`src/rtl/level_generator_if.sv`:
```
// Edge-command handshake between a requester and level_generator.
interface level_generator_if;
    logic rise_req_i;
    logic fall_req_i;
    logic ready_o;

    modport master (output rise_req_i, output fall_req_i, input ready_o);
    modport slave  (input rise_req_i, input fall_req_i, output ready_o);
endinterface

```
`src/rtl/level_generator.sv`:
```
// Queues rise/fall commands and replays them onto level_o while enforcing
// minimum high and low phase lengths.
//
// state     | meaning
// IDLE_LOW  | level low, minimum low time met, pops a queued rise
// HOLD_LOW  | level low, counting down the minimum low time
// IDLE_HIGH | level high, minimum high time met, pops a queued fall
// HOLD_HIGH | level high, counting down the minimum high time
module level_generator #(
    parameter int MIN_HIGH = 3,
    parameter int MIN_LOW  = 2,
    parameter int DEPTH    = 4
) (
    input  logic               clk,
    input  logic               reset,
    level_generator_if.slave   cmd,
    output logic               level_o,
    output logic               rising_edge_o,
    output logic               falling_edge_o,
    output logic               err_o
);

    localparam int MAX_MIN = (MIN_HIGH > MIN_LOW) ? MIN_HIGH : MIN_LOW;
    localparam int CNT_W   = $clog2(MAX_MIN + 1);
    localparam int PTR_W   = $clog2(DEPTH);

    typedef enum logic [1:0] {
        IDLE_LOW  = 2'd0,
        HOLD_LOW  = 2'd1,
        IDLE_HIGH = 2'd2,
        HOLD_HIGH = 2'd3
    } state_t;

    state_t             state_q, state_d;
    logic [CNT_W-1:0]   cnt_q, cnt_d;
    logic [CNT_W:0]     cnt_ext;
    logic               level_q, level_d;
    logic               rise_e_q, rise_e_d;
    logic               fall_e_q, fall_e_d;
    logic               err_q, err_d;
    logic               tail_q, tail_d;
    logic [PTR_W:0]     wr_ptr_q, wr_ptr_d;
    logic [PTR_W:0]     rd_ptr_q, rd_ptr_d;
    logic [DEPTH-1:0]   mem_q, mem_d;

    logic fifo_full;
    logic fifo_empty;
    logic head;

    assign fifo_empty = (wr_ptr_q == rd_ptr_q);
    assign fifo_full  = (wr_ptr_q[PTR_W] != rd_ptr_q[PTR_W]) &&
                        (wr_ptr_q[PTR_W-1:0] == rd_ptr_q[PTR_W-1:0]);
    assign head       = mem_q[rd_ptr_q[PTR_W-1:0]];
    assign cnt_ext    = {1'b0, cnt_q};

    assign cmd.ready_o = reset && !fifo_full;

    always_comb begin
        state_d  = state_q;
        cnt_d    = cnt_q;
        level_d  = level_q;
        rise_e_d = 1'b0;
        fall_e_d = 1'b0;
        err_d    = 1'b0;
        tail_d   = tail_q;
        wr_ptr_d = wr_ptr_q;
        rd_ptr_d = rd_ptr_q;
        mem_d    = mem_q;

        if (cmd.ready_o) begin
            if (cmd.rise_req_i && cmd.fall_req_i) begin
                err_d = 1'b1;
            end else if (cmd.rise_req_i ^ cmd.fall_req_i) begin
                // A command that would not change the queued-up level is dropped.
                if (cmd.rise_req_i == tail_q) begin
                    err_d = 1'b1;
                end else begin
                    mem_d[wr_ptr_q[PTR_W-1:0]] = cmd.rise_req_i;
                    wr_ptr_d = wr_ptr_q + (PTR_W+1)'(1);
                    tail_d   = cmd.rise_req_i;
                end
            end
        end

        // The idle cycle before a pop is part of the phase, so each hold
        // exits with one count still owed to that idle cycle.
        case (state_q)
            IDLE_LOW: begin
                if (!fifo_empty && head) begin
                    rd_ptr_d = rd_ptr_q + (PTR_W+1)'(1);
                    level_d  = 1'b1;
                    rise_e_d = 1'b1;
                    cnt_d    = CNT_W'(MIN_HIGH);
                    state_d  = HOLD_HIGH;
                end
            end
            HOLD_HIGH: begin
                if (cnt_ext <= (CNT_W+1)'(2)) begin
                    cnt_d   = '0;
                    state_d = IDLE_HIGH;
                end else begin
                    cnt_d = cnt_q - CNT_W'(1);
                end
            end
            IDLE_HIGH: begin
                if (!fifo_empty && !head) begin
                    rd_ptr_d = rd_ptr_q + (PTR_W+1)'(1);
                    level_d  = 1'b0;
                    fall_e_d = 1'b1;
                    cnt_d    = CNT_W'(MIN_LOW);
                    state_d  = HOLD_LOW;
                end
            end
            HOLD_LOW: begin
                if (cnt_ext <= (CNT_W+1)'(2)) begin
                    cnt_d   = '0;
                    state_d = IDLE_LOW;
                end else begin
                    cnt_d = cnt_q - CNT_W'(1);
                end
            end
            default: begin
                state_d = IDLE_LOW;
            end
        endcase
    end

    always_ff @(posedge clk) begin
        if (!reset) begin
            state_q  <= IDLE_LOW;
            cnt_q    <= '0;
            level_q  <= 1'b0;
            rise_e_q <= 1'b0;
            fall_e_q <= 1'b0;
            err_q    <= 1'b0;
            tail_q   <= 1'b0;
            wr_ptr_q <= '0;
            rd_ptr_q <= '0;
            mem_q    <= '0;
        end else begin
            state_q  <= state_d;
            cnt_q    <= cnt_d;
            level_q  <= level_d;
            rise_e_q <= rise_e_d;
            fall_e_q <= fall_e_d;
            err_q    <= err_d;
            tail_q   <= tail_d;
            wr_ptr_q <= wr_ptr_d;
            rd_ptr_q <= rd_ptr_d;
            mem_q    <= mem_d;
        end
    end

    assign level_o        = level_q;
    assign rising_edge_o  = rise_e_q;
    assign falling_edge_o = fall_e_q;
    assign err_o          = err_q;

endmodule

```
`src/flat_wrapper.sv`:
```
// flat-port wrapper written by rule: the top's interface ports become plain ports
module level_generator_flat 
#(
    parameter int MIN_HIGH = 3,
    parameter int MIN_LOW  = 2,
    parameter int DEPTH    = 4
)
  (clk, reset, level_o, rising_edge_o, falling_edge_o, err_o, cmd_rise_req_i, cmd_fall_req_i, cmd_ready_o);
  level_generator_if cmd_i ();
  input  logic clk;
  input  logic reset;
  output logic level_o;
  output logic rising_edge_o;
  output logic falling_edge_o;
  output logic err_o;
  input wire logic [$bits(cmd_i.rise_req_i)-1:0] cmd_rise_req_i;
  input wire logic [$bits(cmd_i.fall_req_i)-1:0] cmd_fall_req_i;
  output wire logic [$bits(cmd_i.ready_o)-1:0] cmd_ready_o;
  assign cmd_i.rise_req_i = cmd_rise_req_i;
  assign cmd_i.fall_req_i = cmd_fall_req_i;
  assign cmd_ready_o = cmd_i.ready_o;
  level_generator #(.MIN_HIGH(MIN_HIGH), .MIN_LOW(MIN_LOW), .DEPTH(DEPTH)) u_core (.clk(clk), .reset(reset), .cmd(cmd_i), .level_o(level_o), .rising_edge_o(rising_edge_o), .falling_edge_o(falling_edge_o), .err_o(err_o));
endmodule
```
`config.mk`:
```
export PLATFORM = sky130hd
export DESIGN_NAME = level_generator_flat
export DESIGN_NICKNAME = d
export VERILOG_FILES = /design/src/rtl/level_generator_if.sv /design/src/rtl/level_generator.sv /design/src/flat_wrapper.sv
export SDC_FILE = /design/constraint.sdc
export NUM_CORES = 1
export LEC_CHECK = 0
export CAP_MARGIN = 10
export CELL_PAD_IN_SITES_DETAIL_PLACEMENT = 1
export CELL_PAD_IN_SITES_GLOBAL_PLACEMENT = 2
export CORE_MARGIN = 2
export CORE_UTILIZATION = 35
export DETAILED_ROUTE_END_ITERATION = 7
export HOLD_SLACK_MARGIN = 0.02
export PLACE_DENSITY_LB_ADDON = 0.1
export SETUP_SLACK_MARGIN = 0.4
export SLEW_MARGIN = 20
export SYNTH_ARGS = -nofsm -noshare
export SYNTH_HDL_FRONTEND = slang
export SYNTH_SLANG_ARGS = --single-unit
```
`constraint.sdc`:
```
create_clock -name clk -period 2.25 [get_ports clk]
set_input_delay 0.45 -clock clk [delete_from_list [all_inputs] [get_ports clk]]
set_output_delay 0.45 -clock clk [all_outputs]
set_load 0.03 [all_outputs]
```
* Word level (Yosys, flattened, before mapping)
Cells that the tools add are included.
Storage, ports and cells: output and inout port bits 5, bits of input ports 4, flip-flop bits (word level) 19, word-level logic and storage cells 74
Cells by class: magnitude comparators 4, muxes and demuxes 24, add/subtract/negate cells 3, reductions and logical operators 19, equal/unequal tests 11, bitwise logic cells 3
Operators with widths (count):
- $mux W2 | 6
- $mux W1 | 9
- $ne A2 B1 Y1 const B | 4
- $pmux W2 S4 | 1
- $reduce_and A2 Y1 | 4
- $reduce_and A4 Y1 | 2
- $add A3 B1 Y3 const B | 2
- $logic_and A1 B1 Y1 | 6
- $lt A2 B3 Y1 const B | 2
- $mux W3 | 2
- $pmux W2 S3 | 1
- $pmux W3 S2 | 1
- $bwmux W4 | 1
- $eq A2 B2 Y1 const B | 2
- $eq A3 B3 Y1 | 1
- $logic_not A1 Y1 | 3
- $reduce_and A3 Y1 | 1
- $bmux W1 S2 | 1
- $demux W1 S2 | 1
- $eq A2 B1 Y1 const B | 1
- $eq A2 B2 Y1 | 1
- $ge A2 B1 Y1 const B | 1
- $le A2 B2 Y1 const B | 1
- $logic_not A2 Y1 | 1
- 8 further kinds | 9

* Longest topological paths before layout
depth after elaboration 6, depth in mapped cells 6, mapped depth without buffers 6

* Worst setup path after synthesis
OpenSTA, ideal clock, no wires.
path type input to register, from in cmd_fall_req_i, to reg u_core.wr_ptr_q[2], arrival time 1.544 ns, stages 4, data required time 2.127 ns, slack 0.584 ns, library setup time 0.123 ns, buffers on the path 0, path through ha_1 -> nor3b_1 -> nand3_1 -> mux2i_1
On the way: word-level cells in the longest chain between the ends 3, elaborated cells on any way between the ends 4, those cells by class bitwise (2); reduce/logical (2)
RTL lines:
- start, declared | RTL line flat_wrapper.sv:17 | input wire logic [$bits(cmd_i.fall_req_i)-1:0] cmd_fall_req_i;
- $logic_and A1 B1 Y1 | RTL line level_generator.sv:71 | if (cmd.rise_req_i && cmd.fall_req_i) begin
- $not A1 Y1 (no source line)
- $reduce_and A4 Y1 (no source line) (*)
- end signal, assigned | RTL line level_generator.sv:148 | wr_ptr_q <= wr_ptr_d;
- end, declared | RTL line level_generator.sv:42 | logic [PTR_W:0] wr_ptr_q, wr_ptr_d;
Mark *: on every way between the ends. The rest lies on a longest branch, timed or not. A chain may end at the register's enable or synchronous reset.

* Worst setup path after layout
from reg u_core.wr_ptr_q[1], to out cmd_ready_o
On the way: word-level cells in the longest chain between the ends 4
RTL lines:
- $eq A2 B2 Y1 | RTL line level_generator.sv:52 | (wr_ptr_q[PTR_W-1:0] == rd_ptr_q[PTR_W-1:0]);
- $logic_and A1 B1 Y1 | RTL line level_generator.sv:51 | assign fifo_full = (wr_ptr_q[PTR_W] != rd_ptr_q[PTR_W]) &&
- $logic_not A1 Y1 | RTL line level_generator.sv:56 | assign cmd.ready_o = reset && !fifo_full;
- $logic_and A1 B1 Y1 | RTL line level_generator.sv:56
- end, declared | RTL line flat_wrapper.sv:18 | output wire logic [$bits(cmd_i.ready_o)-1:0] cmd_ready_o;
No other way between the ends.

==> flow_summary.rst <==
.. list-table::
   :header-rows: 1

   * - Metric
     - Value
   * - Worst setup path class
     - flop to output pin
   * - Leak Pwr
     - 0.000592 uW
   * - Final worst slack
     - 0.397 ns
   * - Proportion of layout cells with a drive suffix above 1
     - 0.185
   * - Max-slew violation total from the final report
     - 0
   * - Clock transition time at the flip-flop clock pins of the worst setup and hold paths
     - 0.11 ns
   * - Mean routed wirelength per cell
     - 14.5 um
   * - Share of the clock period used by the worst path
     - 0.823
   * - Via count of the first global-routing pass
     - 842
   * - Via/cell ratio
     - 5.14
   * - Syn Std Cell Area
     - 1060 sq um
   * - Arr. time, crit path
     - 1.40 ns
   * - Sw Ratio
     - 0.287
   * - Required time of the worst setup path
     - 1.80 ns
   * - Failing checks
     - DRC
   * - Initial Util
     - 0.377
   * - Grt total ovfl
     - 0
   * - Family with the most delay on the worst path
     - flip-flops
   * - Worst slack at placement
     - 0.141 ns
   * - Clk pwr share
     - 0.271
   * - Post-Syn Nets
     - 131
   * - Cell-internal power
     - 472 uW
   * - Post-CTS Hold Buffers
     - 0
   * - Row Count
     - 19
   * - Status
     - complete, but fails checks
   * - Startpoint types
     - flop
   * - Worst stage delay on the critical path
     - 0.39 ns
   * - Final instance count without filler cells
     - 166
   * - Count of endpoints failing setup in the final report
     - 0
   * - Worst Hold Slack
     - 0.469 ns
   * - Post-Route WL
     - 2400 um
   * - Commonest non-fill, non-tap cells in the layout
     - 17 x nand2_1, 16 x dfxtp_1, 15 x mux2i_1
   * - Part of the power in registers
     - 0.538
   * - Register bit count reported by yosys
     - 19
   * - Overall die height
     - 59.0 um
   * - Cells traversed along the worst timing path
     - xor2_4 -> o31ai_4 -> inv_2 -> buf_6
   * - Via count
     - 853
   * - Clk buf depth
     - 2
   * - Drt first pass iters
     - 6
   * - Cell taking the most area after synthesis
     - dfxtp_1
   * - Number of instances in the synthesized netlist
     - 116
   * - DIE WIDTH
     - 59.0 um
   * - Antenna fix cells
     - 0
   * - Post-synthesis simple-gate area fraction
     - 0.180
   * - CTS sink cnt
     - 19
   * - Max Freq
     - 0.540 GHz
   * - Main combinational cell family by area after synthesis
     - simple AND/OR/NAND/NOR gates
   * - Setup TNS after final layout
     - 0 ns
   * - Floorplan Core Area
     - 2810 sq um
   * - Share of synthesized area occupied by flip-flops and latches
     - 0.360
   * - Number of synthesis warnings
     - 0
   * - Switching power
     - 190 uW
   * - Most common cell after layout, fill and taps aside
     - nand2_1
   * - Compound-cell area share of the yosys netlist
     - 0.0864
   * - Fin. Hold Viols
     - 0
   * - Layout area overhead
     - 25.4%
   * - TritonCTS Buffers
     - 3
   * - Tightest slew margin relative to the limit
     - 0.607
   * - Buffers plus inverters on the worst setup path
     - 2
   * - Least-Margin Pin Slew
     - 0.585 ns
   * - Adder-cell share of the synthesized area
     - 0.130
   * - Nets
     - 151
   * - Area share of the leading cell type in the synthesized netlist
     - 0.360
   * - Antenna violations before repair
     - 0
   * - Port buffer count
     - 8
   * - Clock latency on the worst-skew pair
     - 0.30 ns
   * - First-pass GRT wire length
     - 3910 um
   * - Clock Tree Root
     - clkbuf_4
   * - # placed instances
     - 157
   * - Comb pwr share
     - 0.191
   * - Final weighted congestion in routability-driven placement
     - 0.717
   * - Critical path capture point type
     - output pin
   * - DRC marker count from the first detailed-route iteration
     - 21
   * - Number of I/O pins
     - 9
   * - Drc violations
     - 1
   * - CTS tree
     - done
   * - Worst Clk Skew
     - 0.00345 ns
   * - Tmin final
     - 1.85 ns
   * - H-tree levels
     - 1
   * - Fraction of synthesized area in multiplexers
     - 0.163
   * - Detailed Place HPWL
     - 1660 um
   * - Die Outline Area
     - 3480 sq um
   * - Number of nets with antenna violations after detailed routing
     - 0
   * - Distinct cell type count after synthesis
     - 25
   * - CP max stage cell
     - dfxtp_4
   * - Unrepaired setup endpoints after global routing
     - true
   * - Xor and xnor fraction of the mapped netlist area
     - 0.0414
   * - Post-Syn Area per Cell
     - 9.11 sq um
   * - Top post-synthesis cells by area
     - dfxtp_1 36%, mux2i_1 14%, ha_1 13%
   * - GRT Overall Usage
     - 0.151
   * - Type of the worst min-delay path
     - flop to flop
   * - Worst supply voltage drop on vdd
     - 308 uV
   * - Maximum number of pins on one net before global-route repair
     - 23
   * - Maximum fanout count along the critical path
     - 4
   * - Total power per unit cell area
     - 499 nW/um^2
   * - Count of max-cap constraint violations
     - 0
path summary, 6_finish.rpt:
check	from	to	slack, ns	cells after the start
setup reg to reg	u_core.wr_ptr_q[1]$_SDFFE_PN0P_	u_core.mem_q[3]$_SDFFE_PN0P_	0.48	8
hold / removal	u_core.cnt_q[1]$_SDFFE_PN0P_	u_core.cnt_q[1]$_SDFFE_PN0P_	0.47	2
hold reg to reg	u_core.cnt_q[1]$_SDFFE_PN0P_	u_core.cnt_q[1]$_SDFFE_PN0P_	0.47	2
setup / recovery	u_core.wr_ptr_q[1]$_SDFFE_PN0P_	cmd_ready_o	0.40	4
final cells by class:
cell class	instances	area, sq um
repair buffers	17	153
well taps	31	38.8
multi-input cells	86	686
clock buffers	4	26.3
flip-flops and latches	19	389
fillers	337	1480
inverters	9	33.8
repair_timing:
action                                 4_1_cts  5_1_grt
endpoints found under the hold margin        0        0
gates resized for setup                      8        7
setup endpoints to repair                    1        6
buffers inserted                             5        0
pin swaps                                    1        1
metrics by stage:
stage,power (uW),cell area [sq um],utilization
floorplan,438,1060,-
global placement,476,1200,0.426
detailed placement,479,1200,0.426
CTS,663,1300,0.464
global route,700,1330,0.473
finish,662,1330,0.473
cells in the mapped netlist:
cell / n
nor3_1: 1
mux2i_1: 15
o211ai_1: 1
a2111o_1: 1
a21oi_1: 3
nor4_1: 1
nand2b_1: 3
xnor2_1: 2
mux4_2: 1
o21ai_0: 5
o311a_1: 1
and2_1: 1
clkbuf_1: 2
or3b_2: 1
dfxtp_1: 19
nor3b_1: 2
nand2_1: 17
inv_1: 8
nor2_1: 5
ha_1: 11
inv_2: 1
nand3_1: 7
nor2b_1: 2
xor2_1: 3
o31ai_1: 3
registers in the layout, summed over array words and instances, names as in the netlist:
register and cells:
u_core.mem_q 4, u_core.rd_ptr_q 3, u_core.cnt_q 2, u_core.wr_ptr_q 3
u_core.level_o 1, u_core.state_q 2, u_core.falling_edge_o 1, u_core.rising_edge_o 1
u_core.err_o 1, u_core.tail_q 1
tightest hold or removal path, cell delays in order, from the launching register on:
cell and delay (ns):
dfxtp_1 0.33, nand2_1 0.05, mux2i_1 0.05
power groups by stage:
stage / Sequential [uW] / Combinational, uW / Clock, uW
6_report: 357 / 126 / 179
5_1_grt: 358 / 138 / 203
4_1_cts: 357 / 124 / 182
3_5_place_dp: 365 / 114 / 0
3_3_place_gp: 364 / 112 / 0
2_1_floorplan: 372 / 65.6 / 0
per-layer routing:
layer | routed length [um] | share of wire | track usage | vias to the layer above
met5 | 0 | 0 | 0 | -
met4 | 31 | 0.013 | 0.0292 | 0
met3 | 85 | 0.035 | 0.0396 | 4
met2 | 1090 | 0.45 | 0.244 | 10
met1 | 1200 | 0.50 | 0.203 | 407
li1 | - | - | - | 432
logic make-up after synthesis:
group           count (synthesis)
compound gates                 14
buf+inv                        11
xor+xnor                        5
mux                            16
fa+ha+maj                      11
simple gates                   40
flops                          19
Power figures use the tool's default switching activity.
